**config.mk**
```make
export PLATFORM = sky130hd
export DESIGN_NAME = vram_blit_master
export DESIGN_NICKNAME = d
export VERILOG_FILES = /design/src/rtl/vram_blit_pkg.sv /design/src/rtl/blit_addr_gen.sv /design/src/rtl/vram_blit_master.sv
export SDC_FILE = /design/constraint.sdc
export NUM_CORES = 1
export LEC_CHECK = 0
export CAP_MARGIN = 15
export CORE_UTILIZATION = 25
export DETAILED_ROUTE_END_ITERATION = 8
export PLACE_DENSITY = 0.59
export SETUP_SLACK_MARGIN = 0.1
export SLEW_MARGIN = 20
export SYNTH_ARGS = -nofsm -noshare
export SYNTH_HDL_FRONTEND = slang
export SYNTH_SLANG_ARGS = --single-unit
```
**constraint.sdc**
```tcl
create_clock -name clk_50mhz -period 2.1 [get_ports clk_50mhz]
set_input_delay 0.315 -clock clk_50mhz [delete_from_list [all_inputs] [get_ports clk_50mhz]]
set_output_delay 0.315 -clock clk_50mhz [all_outputs]
set_load 0.02 [all_outputs]
```
**src/rtl/vram_blit_pkg.sv**
```systemverilog
// vram_blit_pkg: shared types and constants for the VRAM blitter.
// State encoding, transfer modes and bus widths.
package vram_blit_pkg;

  localparam int VRAM_ADDR_W = 20;
  localparam int BUS_DATA_W  = 48;
  localparam int PIX_W       = 16;

  localparam logic MODE_FILL = 1'b0;
  localparam logic MODE_COPY = 1'b1;

  typedef enum logic [2:0] {
    ST_IDLE,
    ST_RD_REQ,
    ST_WR_REQ,
    ST_WR_LOW,
    ST_WR_HIGH,
    ST_NEXT,
    ST_DONE
  } blit_state_t;

  function automatic logic [BUS_DATA_W-1:0] pack_pix(
    input logic [PIX_W-1:0] p
  );
    return {{(BUS_DATA_W-PIX_W){1'b0}}, p};
  endfunction

endpackage

```
**src/rtl/blit_addr_gen.sv**
```systemverilog
// blit_addr_gen: source/destination pointers and remaining word count.
// Pointers wrap modulo 2^20; last flags the final word of a transfer.
module blit_addr_gen
  import vram_blit_pkg::*;
(
  input  logic                   clk_50mhz,
  input  logic                   rst,
  input  logic                   load,
  input  logic                   step,
  input  logic [VRAM_ADDR_W-1:0] src_in,
  input  logic [VRAM_ADDR_W-1:0] dst_in,
  input  logic [VRAM_ADDR_W-1:0] len_in,
  output logic [VRAM_ADDR_W-1:0] dst,
  output logic [VRAM_ADDR_W-1:0] src_nxt,
  output logic [VRAM_ADDR_W-1:0] dst_nxt,
  output logic                   last
);

  logic [VRAM_ADDR_W-1:0] src;
  logic [VRAM_ADDR_W-1:0] remaining;

  assign src_nxt = src + VRAM_ADDR_W'(1);
  assign dst_nxt = dst + VRAM_ADDR_W'(1);
  assign last    = (remaining == VRAM_ADDR_W'(1));

  // load a new command or advance one word
  always_ff @(posedge clk_50mhz) begin
    if (rst) begin
      src       <= '0;
      dst       <= '0;
      remaining <= '0;
    end else if (load) begin
      src       <= src_in;
      dst       <= dst_in;
      remaining <= len_in;
    end else if (step) begin
      src       <= src_nxt;
      dst       <= dst_nxt;
      remaining <= remaining - VRAM_ADDR_W'(1);
    end
  end

endmodule

```
**src/rtl/vram_blit_master.sv**
```systemverilog
// vram_blit_master: fill/copy blitter mastering the SRAM arbiter v_ port.
// Define VRAM_BLIT_TIMEOUT_EN to build the ACK watchdog and err flag.
module vram_blit_master
  import vram_blit_pkg::*;
#(
  parameter int READ_WAIT      = 2,
  parameter int TIMEOUT_CYCLES = 255
) (
  input  logic                   clk_50mhz,
  input  logic                   rst,
  input  logic                   start,
  input  logic                   mode,
  input  logic [VRAM_ADDR_W-1:0] dst_addr,
  input  logic [VRAM_ADDR_W-1:0] src_addr,
  input  logic [VRAM_ADDR_W-1:0] len,
  input  logic [PIX_W-1:0]       fill_data,
  output logic                   busy,
  output logic                   done,
  output logic                   err,
  output logic                   m_stb,
  output logic                   m_we,
  output logic [VRAM_ADDR_W-1:0] m_addra,
  output logic [BUS_DATA_W-1:0]  m_dina,
  input  logic [BUS_DATA_W-1:0]  m_douta,
  input  logic                   m_ACK
);

  localparam logic [3:0] RW_LAST = 4'(READ_WAIT - 1);

  blit_state_t            state;
  logic                   mode_q;
  logic [PIX_W-1:0]       fill_q;
  logic [3:0]             wait_cnt;
  logic                   ag_load;
  logic                   ag_step;
  logic                   last;
  logic [VRAM_ADDR_W-1:0] dst;
  logic [VRAM_ADDR_W-1:0] src_nxt;
  logic [VRAM_ADDR_W-1:0] dst_nxt;
  logic                   tmo_hit;
  logic                   unused_rd_hi;

  assign ag_load      = (state == ST_IDLE) && start;
  assign ag_step      = (state == ST_NEXT);
  assign unused_rd_hi = ^m_douta[BUS_DATA_W-1:PIX_W];

  blit_addr_gen u_addr_gen (
    .clk_50mhz (clk_50mhz),
    .rst       (rst),
    .load      (ag_load),
    .step      (ag_step),
    .src_in    (src_addr),
    .dst_in    (dst_addr),
    .len_in    (len),
    .dst       (dst),
    .src_nxt   (src_nxt),
    .dst_nxt   (dst_nxt),
    .last      (last)
  );

`ifdef VRAM_BLIT_TIMEOUT_EN
  localparam int TW = $clog2(TIMEOUT_CYCLES + 1);

  logic [TW-1:0] tmo_cnt;
  blit_state_t   tmo_state;

  // count cycles spent in the current wait state; restart on entry
  always_ff @(posedge clk_50mhz) begin
    if (rst) begin
      tmo_cnt   <= '0;
      tmo_state <= ST_IDLE;
    end else begin
      tmo_state <= state;
      if (state != tmo_state)
        tmo_cnt <= TW'(1);
      else if (!tmo_hit)
        tmo_cnt <= tmo_cnt + TW'(1);
    end
  end

  assign tmo_hit = (state inside {ST_RD_REQ, ST_WR_LOW, ST_WR_HIGH})
                && (state == tmo_state)
                && (tmo_cnt == TW'(TIMEOUT_CYCLES - 1));

  // sticky timeout flag, cleared by the next accepted command
  always_ff @(posedge clk_50mhz) begin
    if (rst)
      err <= 1'b0;
    else if (ag_load)
      err <= 1'b0;
    else if (tmo_hit)
      err <= 1'b1;
  end
`else
  localparam int UNUSED_TMO_LIMIT = TIMEOUT_CYCLES;

  assign tmo_hit = 1'b0;
  assign err     = 1'b0;
`endif

  // transfer sequencer; every bus output is registered here
  always_ff @(posedge clk_50mhz) begin
    if (rst) begin
      state    <= ST_IDLE;
      m_stb    <= 1'b0;
      m_we     <= 1'b0;
      m_addra  <= '0;
      m_dina   <= '0;
      busy     <= 1'b0;
      done     <= 1'b0;
      mode_q   <= MODE_FILL;
      fill_q   <= '0;
      wait_cnt <= '0;
    end else begin
      done <= 1'b0;
      unique case (state)
        ST_IDLE: begin
          m_stb <= 1'b0;
          m_we  <= 1'b0;
          if (start) begin
            mode_q <= mode;
            fill_q <= fill_data;
            busy   <= 1'b1;
            if (len == '0) begin
              state <= ST_DONE;
            end else if (mode == MODE_COPY) begin
              state    <= ST_RD_REQ;
              m_stb    <= 1'b1;
              m_addra  <= src_addr;
              wait_cnt <= '0;
            end else begin
              state   <= ST_WR_REQ;
              m_stb   <= 1'b1;
              m_we    <= 1'b1;
              m_addra <= dst_addr;
              m_dina  <= pack_pix(fill_data);
            end
          end
        end
        ST_RD_REQ: begin
          if (tmo_hit) begin
            m_stb <= 1'b0;
            m_we  <= 1'b0;
            state <= ST_DONE;
          end else if (wait_cnt != RW_LAST) begin
            wait_cnt <= wait_cnt + 4'd1;
          end else if (m_ACK) begin
            state   <= ST_WR_REQ;
            m_we    <= 1'b1;
            m_addra <= dst;
            m_dina  <= pack_pix(m_douta[PIX_W-1:0]);
          end
        end
        ST_WR_REQ: begin
          state <= ST_WR_LOW;
        end
        ST_WR_LOW: begin
          if (tmo_hit) begin
            m_stb <= 1'b0;
            m_we  <= 1'b0;
            state <= ST_DONE;
          end else if (!m_ACK) begin
            state <= ST_WR_HIGH;
          end
        end
        ST_WR_HIGH: begin
          if (tmo_hit) begin
            m_stb <= 1'b0;
            m_we  <= 1'b0;
            state <= ST_DONE;
          end else if (m_ACK) begin
            m_stb <= 1'b0;
            m_we  <= 1'b0;
            state <= ST_NEXT;
          end
        end
        ST_NEXT: begin
          if (last) begin
            state <= ST_DONE;
          end else if (mode_q == MODE_COPY) begin
            state    <= ST_RD_REQ;
            m_stb    <= 1'b1;
            m_addra  <= src_nxt;
            wait_cnt <= '0;
          end else begin
            state   <= ST_WR_REQ;
            m_stb   <= 1'b1;
            m_we    <= 1'b1;
            m_addra <= dst_nxt;
            m_dina  <= pack_pix(fill_q);
          end
        end
        ST_DONE: begin
          done  <= 1'b1;
          busy  <= 1'b0;
          state <= ST_IDLE;
        end
        default: begin
          m_stb <= 1'b0;
          m_we  <= 1'b0;
          state <= ST_IDLE;
        end
      endcase
    end
  end

endmodule
```
==> flow_summary.yaml, run 1 <==
outcome:
  status: "finished, violations left"
  violations: "setup timing"
yosys:
  synth_area_per_cell_sq_um: 7.52
  synth-async-reset-ratio_pct: 0
  synth-seq-cells: 124
  yosysSeqAreaShare_pct: 32.0
  netlist_instances: 1031
  yosysUniqueCellTypes: 66
  syn-cell-area_sq_um: 7750
  ys.flop_type: "dfxtp_1"
  synth_edf_count: 0
  yosysWarnings: 0
grt:
  antenna_found_initial: 1
  grt_pass1_vias: 7830
  grt_use_total_pct: 17.6
  grt_max_degree: 86
  grt.overflow.total: 0
  grt_first_pass_wirelength_mm: 43.3
sta:
  fmax_mhz: 464
  final_max_slew_viol_count: 0
  slew_headroom_pct: 59.7
  period_needed_ns: 2.16
  worst_pin_slew_ns: 0.605
  fin_hold_ws_ns: 0.288
  setup_ws_ns: -0.0567
  setup_tns_ns: -0.472
  fin_crit_sh_pct: 103
  setup_viol: 17
  fin_skew_ns: 0.0121
  rsz0062_at_grt: "true"
  final-hold-violation-count: 0
place:
  dp_cells: 1616
  io_buffers: 136
  placed_cell_area_sq_um: 10400
  dp_hpwl_mm: 19.9
  globalplace.congestion: 0.840
clocking:
  cts_tree: "yes"
  clk_root_buffer_cell: "clkbuf_16"
  cts_hold_buf: 0
  numCtsBuffers: 17
  clock_path_buffers: 2
  htreeDepth: 4
  path_clk_slew_ns: 0.07
  clk_latency_ns: 0.43
  cts_sinks: 124
critical_path:
  worst-path-max-fanout: 7
  cp_slowest_stage_delay_ns: 0.54
  required_ns: 2.43
  crit_path_start_kind: "flop"
  crit_type: "flop to flop"
  cpMaxStageDelayCell: "or4_4"
  crit_chain: "nor4_4 -> nand3_4 -> or4_4 -> o211ai_4 -> clkbuf_16 -> a211oi_2 -> a32o_1"
  critPathArrivalTime_ns: 2.48
  cp-end-kind: "flop"
floorplan:
  ios: 202
  die_w_microns: 178
  die_y_microns: 178
  initial_core_util_pct: 25.4
  row_count: 64
  core_sq_um: 30500
  dieArea_sq_um: 31700
cells_and_area:
  fin_area_sq_um: 11400
  fillCellCount: 3119
  area_delta_synth_final_pct: 47.4
  nets: 1385
  final_cells: 1658
  drive_gt1_share_pct: 20.5
  antenna_cells: 0
  final_common_cell: "clkdlybuf4s50_1"
  final_cell_mix: "clkdlybuf4s50_1, buf_4, a21oi_1"
drt:
  drc: 0
  final_antenna_net_count: 0
  viasPerCell: 5.18
  vias: 8581
  routed_wl_mm: 28.7
  wl_per_cell_microns: 17.3
  drt_iter0_drc: 722
  firstDrtPassIters: 8
pwr:
  power.density_nw_per_um2: 864
  ir_drop_uv: 682
  leakagePower_uw: 0.00432
flow_run:
  cap_violations: 0
min_path:
  hold_class: "input port to flop"
==> stage by stage <==
step | power, uW | worst slack, ns | util [%]
2_1_floorplan | 4970 | 0.0675 | -
3_3_place_gp | 6410 | -0.358 | 34.1
3_5_place_dp | 6450 | -0.438 | 34.1
4_1_cts | 9800 | 0.0305 | 36.9
5_1_grt | 10400 | -0.134 | 37.5
6_report | 9880 | -0.0567 | 37.5
==> Yosys cell counts (all sizes together) (4+ instances only) <==
library cell	n	share of area [%]
a21oi	126	8.1
dfxtp	124	32
nor2	110	5.3
nand2	102	4.9
clkbuf	67	3.2
o21ai	66	4.3
buf	52	4.6
mux2i	39	5.0
nand3	32	2.2
nor3	28	1.8
or3	26	2.1
a221oi	20	2.7
nor4	18	1.6
a211oi	17	1.6
a31oi	15	1.2
and3	14	1.1
a222oi	13	1.7
inv	12	0.58
xnor2	11	1.2
xor2	11	1.2
nor2b	10	0.81
a22oi	7	0.68
nand2b	7	0.56
o211ai	7	0.74
ha	6	0.97
nand4	6	0.48
nor3b	6	0.58
o21a	6	0.58
a32o	5	0.65
and4	5	0.56
o22ai	5	0.40
o311ai	5	0.56
a211o	4	0.45
and2	4	0.32
o221ai	4	0.45
o31ai	4	0.39
o41ai	4	0.45
==> flip-flops by register name, indices dropped and copies added (netlist names), 3 cells and up <==
name,cells
fill_q,16
m_addra,20
m_dina,16
state,3
u_addr_gen.dst,20
u_addr_gen.remaining,20
u_addr_gen.src,20
wait_cnt,4
==> routing by layer <==
metal  track usage, %  vias to the layer above  part of all wire (%)
met1             23.2                     4046                    44
met4             7.41                        2                   2.9
met5                0                        -                 0.042
met3             3.01                       52                   6.5
met2             28.3                      318                    47
li1                 -                     4163                     -
==> worst max-delay path, delay by kind of cell, from the launching register on <==
family	cells	cell delay, ns
AOI/OAI and AO/OA	3	0.45
buffers and inverters	1	0.25
DFF	1	0.34
and+or+nand+nor	3	1.00
==> final timing paths <==
path                                              start                  endpoint  slack, ns  cells after the start
worst max register to register  u_addr_gen.remaining[2]                m_addra[7]      -0.06                      7
worst max-delay path            u_addr_gen.remaining[2]                m_addra[7]      -0.06                      7
worst min-delay path                            len[14]  u_addr_gen.remaining[14]       0.29                      4
worst min register to register                fill_q[6]                 fill_q[6]       0.45                      2
==> kinds of logic (layout without fill, tap and decap cells) <==
| family | after synthesis | after routing | synth area share (%) |
|---|---|---|---|
| buffers and inverters | 131 | 330 | 8.41 |
| AOI/OAI and AO/OA | 327 | 327 | 27.0 |
| muxes | 41 | 41 | 5.33 |
| other | 1 | 33 | 0.0484 |
| DFF | 124 | 124 | 32.0 |
| adders and majority gates | 6 | 6 | 0.968 |
| xor gates and xnor gates | 22 | 22 | 2.49 |
| and+or+nand+nor | 379 | 379 | 23.7 |
==> cell type report <==
class,count,area [sq um],area share (%)
Multi-Input combinational cell,808,5050,44.2
Timing Repair Buffer,287,2730,23.9
Sequential cell,124,2500,21.9
Tap cell,396,495,4.34
Clock buffer,18,439,3.84
Clock inverter,13,168,1.47
Inverter,12,45.0,0.394
==> where the power goes <==
part           internal, uW  switching [uW]  leakage (uW)  total, uW
Combinational          1770            2050       0.00301       3820
Sequential             2700             267       0.00102       2970
Clock                  1900            1200      0.000293       3100
Total                  6370            3510       0.00432       9880
==> timing repair <==
| action | 4_1_cts | 5_1_grt |
|---|---|---|
| buffers inserted | 7 | 2 |
| endpoints found under the setup margin | 38 | 69 |
| pin swaps | 9 | 25 |
| hold endpoints to repair | 0 | 0 |
| cloned | 2 | 1 |
| gates resized for setup | 28 | 37 |
No activity file was read; power rests on OpenSTA's default activity.
==> run 2: changes to the inputs <==
Settings changed: SLEW_MARGIN 20 to 40.
==> results of run 2 <==
Same layout as run 1: the final DEF is identical, and so are final timing and power.
